`src/rtl/oam_dma_pkg.sv`:
```
// Shared MMU address/type definitions used by the OAM DMA engine.
//   dma_state_t  : engine sequencing states
//   OAM_PAGE     : high address byte of object attribute memory
//   DMA_REG_ADDR : CPU-visible DMA source-page register address
package oam_dma_pkg;

    typedef enum logic [1:0] {
        IDLE  = 2'd0,
        START = 2'd1,
        READ  = 2'd2,
        WRITE = 2'd3
    } dma_state_t;

    localparam logic [7:0]  OAM_PAGE     = 8'hFE;
    localparam logic [15:0] DMA_REG_ADDR = 16'hFF46;

endpackage

```
`src/rtl/oam_dma_if.sv`:
```
// Bus bundle between the MMU and the OAM DMA engine.
//   master : MMU side; drives the CPU register port and the read data
//   slave  : DMA engine side; exposes the source register and the engine bus
interface oam_dma_if;
    logic [15:0] cpu_addr;
    logic [7:0]  cpu_wdata;
    logic        cpu_write_en;
    logic [7:0]  reg_rdata;
    logic        dma_active;
    logic [15:0] dma_addr;
    logic        dma_read_en;
    logic        dma_write_en;
    logic [7:0]  dma_wdata;
    logic [7:0]  dma_rdata;
    logic        dma_done;

    modport master (
        output cpu_addr, cpu_wdata, cpu_write_en, dma_rdata,
        input  reg_rdata, dma_active, dma_addr, dma_read_en, dma_write_en,
               dma_wdata, dma_done
    );

    modport slave (
        input  cpu_addr, cpu_wdata, cpu_write_en, dma_rdata,
        output reg_rdata, dma_active, dma_addr, dma_read_en, dma_write_en,
               dma_wdata, dma_done
    );
endinterface

```
`src/rtl/oam_dma.sv`:
```
// OAM DMA engine: a CPU write to the source register copies DMA_LEN bytes
// from page {src,00} into the OAM page, one read cycle then one write cycle
// per byte, after START_DELAY idle cycles.
//   clk   : system clock
//   reset : asynchronous, active-high
//   bus   : register port, engine bus, done pulse (oam_dma_if.slave)
//
// state | meaning
// IDLE  | no transfer; bus released
// START | waiting out the start delay (delay counter counts down to 0)
// READ  | read {src,idx}; the returned byte is captured at the closing edge
// WRITE | write buffered byte to {OAM_PAGE,idx}; advance or finish
module oam_dma
    import oam_dma_pkg::*;
#(
    parameter logic [15:0] REG_ADDR    = DMA_REG_ADDR,
    parameter int          DMA_LEN     = 160,
    parameter int          START_DELAY = 1
) (
    input logic       clk,
    input logic       reset,
    oam_dma_if.slave  bus
);

    localparam int              DLY_W    = (START_DELAY > 1) ? $clog2(START_DELAY) : 1;
    localparam logic [DLY_W-1:0] DLY_LOAD = DLY_W'((START_DELAY > 0) ? START_DELAY - 1 : 0);
    localparam logic [7:0]      LAST_IDX = 8'(DMA_LEN - 1);

    dma_state_t       state_q, state_d;
    logic [7:0]       src_q;
    logic [7:0]       idx_q;
    logic [DLY_W-1:0] dly_q;
    logic [7:0]       buf_q;
    logic             done_q;

    logic reg_write;
    logic last_write;

    assign reg_write  = bus.cpu_write_en && (bus.cpu_addr == REG_ADDR);
    assign last_write = (state_q == WRITE) && (idx_q == LAST_IDX);

    always_ff @(posedge clk or posedge reset) begin
        if (reset) begin
            state_q <= IDLE;
        end else begin
            state_q <= state_d;
        end
    end

    always_comb begin
        state_d          = state_q;
        bus.dma_active   = 1'b0;
        bus.dma_addr     = 16'h0000;
        bus.dma_read_en  = 1'b0;
        bus.dma_write_en = 1'b0;
        bus.dma_wdata    = 8'h00;

        unique case (state_q)
            IDLE: ;
            START: begin
                if (dly_q == '0) state_d = READ;
            end
            READ: begin
                bus.dma_active  = 1'b1;
                bus.dma_read_en = 1'b1;
                bus.dma_addr    = {src_q, idx_q};
                state_d         = WRITE;
            end
            WRITE: begin
                bus.dma_active   = 1'b1;
                bus.dma_write_en = 1'b1;
                bus.dma_addr     = {OAM_PAGE, idx_q};
                bus.dma_wdata    = buf_q;
                state_d          = last_write ? IDLE : READ;
            end
            default: state_d = IDLE;
        endcase

        // A register write always wins, including over an in-flight transfer.
        if (reg_write) state_d = (START_DELAY == 0) ? READ : START;
    end

    always_ff @(posedge clk or posedge reset) begin
        if (reset) begin
            src_q  <= 8'h00;
            idx_q  <= 8'h00;
            dly_q  <= '0;
            buf_q  <= 8'h00;
            done_q <= 1'b0;
        end else begin
            // A restart landing on the final write cancels the completion pulse.
            done_q <= last_write && !reg_write;
            if (reg_write) begin
                src_q <= bus.cpu_wdata;
                idx_q <= 8'h00;
                dly_q <= DLY_LOAD;
            end else begin
                if (state_q == START && dly_q != '0) dly_q <= dly_q - 1'b1;
                if (state_q == READ) buf_q <= bus.dma_rdata;
                if (state_q == WRITE && !last_write) idx_q <= idx_q + 8'd1;
            end
        end
    end

    assign bus.reg_rdata = src_q;
    assign bus.dma_done  = done_q;

endmodule
```
`src/flat_wrapper.sv`:
```
// flat-port wrapper written by rule: the top's interface ports become plain ports
module oam_dma_flat import oam_dma_pkg::*;
#(
    parameter logic [15:0] REG_ADDR    = DMA_REG_ADDR,
    parameter int          DMA_LEN     = 160,
    parameter int          START_DELAY = 1
)
  (clk, reset, bus_cpu_addr, bus_cpu_wdata, bus_cpu_write_en, bus_dma_rdata, bus_reg_rdata, bus_dma_active, bus_dma_addr, bus_dma_read_en, bus_dma_write_en, bus_dma_wdata, bus_dma_done);
  oam_dma_if bus_i ();
  input logic clk;
  input logic reset;
  input wire logic [$bits(bus_i.cpu_addr)-1:0] bus_cpu_addr;
  input wire logic [$bits(bus_i.cpu_wdata)-1:0] bus_cpu_wdata;
  input wire logic [$bits(bus_i.cpu_write_en)-1:0] bus_cpu_write_en;
  input wire logic [$bits(bus_i.dma_rdata)-1:0] bus_dma_rdata;
  output wire logic [$bits(bus_i.reg_rdata)-1:0] bus_reg_rdata;
  output wire logic [$bits(bus_i.dma_active)-1:0] bus_dma_active;
  output wire logic [$bits(bus_i.dma_addr)-1:0] bus_dma_addr;
  output wire logic [$bits(bus_i.dma_read_en)-1:0] bus_dma_read_en;
  output wire logic [$bits(bus_i.dma_write_en)-1:0] bus_dma_write_en;
  output wire logic [$bits(bus_i.dma_wdata)-1:0] bus_dma_wdata;
  output wire logic [$bits(bus_i.dma_done)-1:0] bus_dma_done;
  assign bus_i.cpu_addr = bus_cpu_addr;
  assign bus_i.cpu_wdata = bus_cpu_wdata;
  assign bus_i.cpu_write_en = bus_cpu_write_en;
  assign bus_i.dma_rdata = bus_dma_rdata;
  assign bus_reg_rdata = bus_i.reg_rdata;
  assign bus_dma_active = bus_i.dma_active;
  assign bus_dma_addr = bus_i.dma_addr;
  assign bus_dma_read_en = bus_i.dma_read_en;
  assign bus_dma_write_en = bus_i.dma_write_en;
  assign bus_dma_wdata = bus_i.dma_wdata;
  assign bus_dma_done = bus_i.dma_done;
  oam_dma #(.REG_ADDR(REG_ADDR), .DMA_LEN(DMA_LEN), .START_DELAY(START_DELAY)) u_core (.clk(clk), .reset(reset), .bus(bus_i));
endmodule
```
`config.mk`:
```
export PLATFORM = sky130hd
export DESIGN_NAME = oam_dma_flat
export DESIGN_NICKNAME = d
export VERILOG_FILES = /design/src/rtl/oam_dma_pkg.sv /design/src/rtl/oam_dma_if.sv /design/src/rtl/oam_dma.sv /design/src/flat_wrapper.sv
export SDC_FILE = /design/constraint.sdc
export NUM_CORES = 1
export LEC_CHECK = 0
export ABC_CLOCK_PERIOD_IN_PS = 4080
export BUFFER_PORTS_ARGS = -buffer_cell sky130_fd_sc_hd__buf_2
export CORE_UTILIZATION = 50
export CTS_CLUSTER_DIAMETER = 200
export CTS_CLUSTER_SIZE = 24
export DETAILED_ROUTE_END_ITERATION = 10
export PLACE_DENSITY_LB_ADDON = 0.25
export SYNTH_ARGS = -nofsm -noshare
export SYNTH_HDL_FRONTEND = slang
export SYNTH_SLANG_ARGS = --single-unit
```
`constraint.sdc`:
```
create_clock -name clk -period 4.08 [get_ports clk]
set_input_delay 0.204 -clock clk [delete_from_list [all_inputs] [get_ports clk]]
set_output_delay 0.204 -clock clk [all_outputs]
set_load 0.1 [all_outputs]
```
==> flow_summary.ini, run 1 <==
[outcome]
status = finished, violations left
violations = DRC

[critical_path]
cp-end-kind = output pin
cp_data_required_time_ns = 3.88
cp-start-kind = register
crit_arrival_ns = 2.11
crit_path_max_fanout = 29
r2r_cells = 3
path_class = register to output pin

[grt]
grt_max_degree = 30
grt_pass1_wl_um = 5570
overflow = 0
track_usage_pct = 21.5
grt_pass1_vias = 1255
antenna_found_initial = 0

[pwr]
powerDensity_mw_per_mm2 = 422
ir_drop_v = 0.000284
leakagePower_nw = 1.01
seqPwrFrac_pct = 44.2
p_switching_uw = 380
p_int_uw = 413
clkPwrFrac_pct = 14.3
netSwitchingFraction_pct = 47.9
comb_power_share_pct = 41.5

[clock_tree]
hold_buffers = 0
htreeDepth = 1
cts_resized = 0
postCtsSetupBuffers = 0
ctsLongestPathBuffers = 2
ctsRootBufferMaster = clkbuf_4
insertion_delay_ns = 0.32
clkTransAtPathRegs_ns = 0.14
cts_buffers = 3
cts_tree = yes
cts.sink_count = 28

[worst_hold_path]
hp-class = primary input to register
whs_path_depth = 2

[synthesis]
synth_compound_area_share_pct = 9.25
synth-xor-area-share_pct = 2.29
synthSimpleGateAreaFrac_pct = 22.4
avgSynthCellArea_um2 = 11.5
synth_cell_types = 34
synthCells = 133
synth_top_family_by_area = simple AND/OR/NAND/NOR gates
ys_seq_area_share_pct = 45.9
synth_warnings = 0
ys_seq_elements = 28
synth_mux_area_share_pct = 14.4
synthAdderAreaFrac_pct = 0.819
syn_area_mm2 = 0.00153
syn-num-nets = 169

[sta]
finalCriticalPeriod_ns = 2.31
skew_ns = 0.00570
max_freq_mhz = 432
finalSetupViolCount = 0
slew_headroom_pct = 29.4
tightest_slew_ns = 1.06
slew_violations = 0
fin_crit_sh_pct = 56.7
tns_ns = 0
layout_setup_ws_ns = 1.77
rsz0062_at_grt = false
hold_viol = 0

[route]
ant_nets = 0
drt-wirelength-per-cell_um = 15.0
routed_via_density = 5.50
drt_iter0_drc = 44
num_vias = 1255
drt_wl_total_um = 3430
dr.pass1.iters = 7
drc = 5

[placed_design]
gp_congestion = 0.772
io_buffers = 70
placed_cell_area_mm2 = 0.00186
dp_cells = 225
hpwl_um = 2480
post-place-ws_ns = 2.13

[die]
die_h_um = 57.3
io_pins = 71
initial_core_util_pct = 54.0
die_w_um = 57.3
core_mm2 = 0.00283
num_rows = 19
design.die.area_mm2 = 0.00328

[job]
maxCapViolCount = 0

[cells_and_area]
stdcell_area_mm2 = 0.00188
layout-drive-gt1-share_pct = 44.2
antenna_cells = 0
syn_to_final_growth_pct = 22.9
final_common_cell = buf_2
layout.nets = 235
final_cell_mix = buf_2, dfrtp_1, and2_1
fin_cells = 228
## through the flow
stage / hold WS [ns] / total power, mW / utilization (%)
after floorplan: 0.269 / 0.616 / -
after global placement: 0.420 / 0.671 / 65.6
after detailed placement: 0.426 / 0.683 / 65.6
after CTS: 0.0814 / 0.795 / 66.4
after global routing: 0.0816 / 0.824 / 66.4
final: 0.0864 / 0.792 / 66.4
## power by group through the flow
| stage | clock, mW | sequential (mW) | combinational (mW) |
|---|---|---|---|
| final | 0.113 | 0.350 | 0.329 |
| after global routing | 0.126 | 0.355 | 0.343 |
| after CTS | 0.117 | 0.347 | 0.331 |
| after detailed placement | 0 | 0.352 | 0.330 |
| after global placement | 0 | 0.348 | 0.323 |
| after floorplan | 0 | 0.339 | 0.276 |
## registers in the layout (all words and copies together) (netlist names)
name                  count
u_core.bus.dma_done       1
u_core.buf_q              8
u_core.bus.reg_rdata      8
u_core.idx_q              8
u_core.state_q            2
u_core.dly_q              1
## Yosys cell counts
| cell type | count | area [um^2] |
|---|---|---|
| a211o_1 | 1 | 8.76 |
| a21oi_1 | 3 | 15.0 |
| a21oi_4 | 1 | 16.3 |
| a311oi_1 | 1 | 8.76 |
| and2_1 | 11 | 68.8 |
| and2_4 | 1 | 8.76 |
| and3_1 | 10 | 62.6 |
| and4_1 | 1 | 8.76 |
| and4bb_2 | 1 | 12.5 |
| buf_12 | 1 | 20.0 |
| buf_2 | 3 | 15.0 |
| buf_6 | 1 | 11.3 |
| clkbuf_1 | 4 | 15.0 |
| dfrtp_1 | 28 | 701 |
| ha_1 | 1 | 12.5 |
| inv_1 | 4 | 15.0 |
| mux2_1 | 8 | 90.1 |
| mux2_4 | 8 | 120 |
| mux2i_1 | 1 | 10.0 |
| nand2_1 | 6 | 22.5 |
| nand2b_1 | 1 | 6.26 |
| nand3_1 | 6 | 30.0 |
| nand4_1 | 2 | 12.5 |
| nand4bb_1 | 2 | 22.5 |
| nand4bb_4 | 1 | 27.5 |
| nor2_1 | 6 | 22.5 |
| nor3_2 | 1 | 10.0 |
| nor3b_1 | 1 | 7.51 |
| nor3b_4 | 1 | 18.8 |
| o211ai_1 | 2 | 15.0 |
| o21a_1 | 8 | 60.1 |
| o21ai_0 | 2 | 10.0 |
| o31ai_1 | 1 | 7.51 |
| xor2_1 | 4 | 35.0 |
## layer usage
metal | vias up | track usage, % | routed length [um]
met5 | - | 0 | 0
met4 | 0 | 6.27 | 24
met3 | 4 | 2.04 | 154
met2 | 46 | 38.5 | 1740
met1 | 612 | 27.8 | 1520
li1 | 593 | - | -
## critical path, stage by stage, from the launching register on
cell and delay [ns]:
dfrtp_1 0.88, nand2_1 0.25, inv_1 0.12, and2_1 0.12
buf_2 0.42
## cell type report
class / count / area (um^2)
fillers: 235 / 951
repair buffers: 70 / 350
multi-input cells: 92 / 751
flip-flops and latches: 28 / 701
well taps: 31 / 38.8
clock buffers: 3 / 22.5
inverters: 4 / 15.0
## cells by family (layout without fill, tap and decap cells)
logic type	Yosys count	after routing
DFF	28	28
buffers and inverters	13	77
adders and majority gates	1	1
and+or+nand+nor	51	51
AOI/OAI and AO/OA	19	19
xor gates and xnor gates	4	4
muxes	17	17
## path summary, 6_finish.rpt
path,from,endpoint,slack (ns)
min in group asynchronous,reset,u_core.bus.reg_rdata[0],0.12
setup / recovery,u_core.state_q[1],bus_dma_addr[8],1.77
max in group asynchronous,reset,u_core.buf_q[5],3.33
setup reg to reg,u_core.state_q[1],u_core.buf_q[3],2.18
hold reg to reg,u_core.buf_q[7],u_core.buf_q[7],0.50
hold / removal,bus_dma_rdata[2],u_core.buf_q[2],0.09
Note: power is estimated with default switching activity, not from simulation.
==> run 2: changes to the inputs <==
ABC_AREA = 1   (was unset)
ABC_CLOCK_PERIOD_IN_PS = 1900   (was 4080)
CORE_UTILIZATION = 43   (was 50)
clock period = 1.9 ns   (was 4.08 ns; I/O delays follow)
==> run 2 against run 1 <==
Compared with the run above: the flow now finishes without violations; count of clock-buffer cells in the layout unchanged; synthesized cell count up 83%; power rose by 120%; first-iteration DRC count increased to 2.7 times the previous value; non-clock buffer count rose by 4; utilization fell by 1.8 points; flip-flop and latch count is the same; design area increased by 28%; critical path depth shrank 1; sequential share of layout area fell by 8.1 points; sequential power grew 110%; die area up 28%; critical endpoint is now bus_dma_wdata[4]; largest cell class unchanged; highest routed layer unchanged.
==> flow_summary.ini, run 2 <==
[grt]
grt_pass1_vias = 1586
antenna_found_initial = 0
grt_pass1_wl_um = 6920
grt_max_degree = 29
overflow = 0
track_usage_pct = 20.4

[cells_and_area]
stdcell_area_mm2 = 0.00240
final_common_cell = nand2_1
layout.nets = 349
antenna_cells = 0
layout-drive-gt1-share_pct = 31.4
fill_cells = 363
regArea_um2 = 701
final_cell_mix = nand2_1, buf_2, inv_1
syn_to_final_growth_pct = 41.1
multi_input_comb_area_um2 = 791

[synthesis]
syn_area_mm2 = 0.00170
synth_area_leaders = dfrtp_1, nand2_1, inv_1
synth_commonest_cells = nand2_1, inv_1, nand3_1
async_flop_share_pct = 100
synth_cell_types = 25
synth.most_common_cell = nand2_1
synthCells = 244
synth_top_area_share_pct = 41.2
ys_seq_area_share_pct = 41.2
avgSynthCellArea_um2 = 6.97
synth_warnings = 0
synthFlopType = dfrtp_1
synth_largest_area_cell = dfrtp_1
synth-edff-count = 0
syn-num-nets = 280
ys_seq_elements = 28

[clock_tree]
clkTransAtPathRegs_ns = 0.10
postCtsSetupBuffers = 0
cts_buffers = 3
cts_tree = yes
ctsRootBufferMaster = clkbuf_8
insertion_delay_ns = 0.27
cts_resized = 0
htreeDepth = 1
ctsLongestPathBuffers = 2
cts.sink_count = 28

[route]
drt-wirelength-per-cell_um = 10.7
routed_via_density = 4.63
drt_iter0_drc = 120
drc = 0
drt_wl_total_um = 3850
num_vias = 1666
dr.pass1.iters = 4
ant_nets = 0

[worst_hold_path]
hp-class = primary input to register

[critical_path]
slowest_delay_ns = 0.40
cp-start-kind = register
crit_chain = nand2_1, nor2_1, buf_12
worst_path_max_delay_cell = dfrtp_1
path_class = register to output pin
crit_path_max_fanout = 14
crit_arrival_ns = 1.55
cp-end-kind = output pin
cp_data_required_time_ns = 1.80
rrSetupSlack_ns = 0.43

[outcome]
status = finished clean

[pwr]
p_int_mw = 1.05
netSwitchingFraction_pct = 39.9
p_switching_uw = 699
comb_power_share_pct = 32.4
leakagePower_nw = 1.39
powerDensity_mw_per_mm2 = 730
ir_drop_v = 0.000583
seqPwrFrac_pct = 41.1
clkPwrFrac_pct = 26.5

[sta]
rsz0062_at_grt = false
tns_ns = 0
fin_crit_sh_pct = 86.3
finalSetupViolCount = 0
hold_viol = 0
max_freq_mhz = 610
skew_ns = 0.00498
slew_violations = 0
slew_headroom_pct = 65.1
tightest_slew_ns = 0.522
finalCriticalPeriod_ns = 1.64

[die]
die_h_um = 64.9
io_pins = 71
initial_core_util_pct = 45.8
num_rows = 22
design.die.area_mm2 = 0.00421
die_w_um = 64.9
core_mm2 = 0.00372

[placed_design]
placed_cell_area_mm2 = 0.00232
gp_congestion = 0.841
io_buffers = 70
hpwl_um = 3020

[job]
maxCapViolCount = 0
-- run 2: kinds of logic after synthesis --
group / after synthesis / share of synthesized area (%)
adder cells (fa/ha/maj): 1 / 0.736
AO/OA/AOI/OAI: 10 / 3.83
flip-flops: 28 / 41.2
buffers and inverters: 55 / 14.3
XOR/XNOR: 3 / 1.55
AND/OR/NAND/NOR: 147 / 38.4
-- run 2: cell type report --
cell class | instances | share of cell area (%)
flip-flops and latches | 28 | 29.2
well taps | 48 | 2.50
multi-input cells | 161 | 33.0
clock inverters | 1 | 1.25
clock buffers | 3 | 1.72
inverters | 45 | 7.04
repair buffers | 74 | 25.3
-- run 2: path summary, 6_finish.rpt --
| kind | from | to | cells past startpoint |
|---|---|---|---|
| worst max-delay path | u_core.state_q[1] | bus_dma_wdata[4] | 3 |
| worst min-delay path | bus_cpu_wdata[7] | u_core.bus.reg_rdata[7] | 3 |
| worst max register to register | u_core.idx_q[0] | u_core.idx_q[5] | 7 |
| worst min register to register | u_core.buf_q[5] | u_core.buf_q[5] | 2 |
| max in group asynchronous | reset | u_core.state_q[0] | 4 |
| min in group asynchronous | reset | u_core.bus.reg_rdata[4] | 4 |
-- run 2: routing by layer --
metal	vias up	track usage (%)	share of wire, %
met2	47	36.5	50
li1	865	-	-
met4	0	2.50	0.70
met1	752	25.6	44
met3	2	4.40	5.3
met5	-	0	0
-- run 2: timing repair --
| action | CTS | global route |
|---|---|---|
| endpoints found under the setup margin | 0 | 0 |
| hold buffers | 1 | 0 |
| endpoints found under the hold margin | 28 | 0 |
-- run 2: critical path: cells and delay by family (launching register included) --
family | cells | cell delay (ns)
flip-flops | 1 | 0.40
AND/OR/NAND/NOR | 2 | 0.66
buffers and inverters | 1 | 0.21
-- run 2: power by group through the flow --
stage	registers [mW]	logic (mW)	clock network [mW]
2_1_floorplan	0.685	0.517	0
3_3_place_gp	0.732	0.558	0
3_5_place_dp	0.730	0.568	0
4_1_cts	0.718	0.571	0.477
5_1_grt	0.728	0.611	0.505
6_report	0.721	0.568	0.464
-- run 2: metrics by stage --
stage	hold slack, ns	setup slack, ns	power [mW]	utilization [%]	std cells
global route	0.0180	0.132	1.84	64.6	360
detailed placement	0.178	0.457	1.30	62.4	355
floorplan	0.160	-0.219	1.20	-	244
CTS	0.0138	0.235	1.77	64.6	360
global placement	0.175	0.489	1.29	62.4	355
finish	0.0165	0.260	1.75	64.6	360
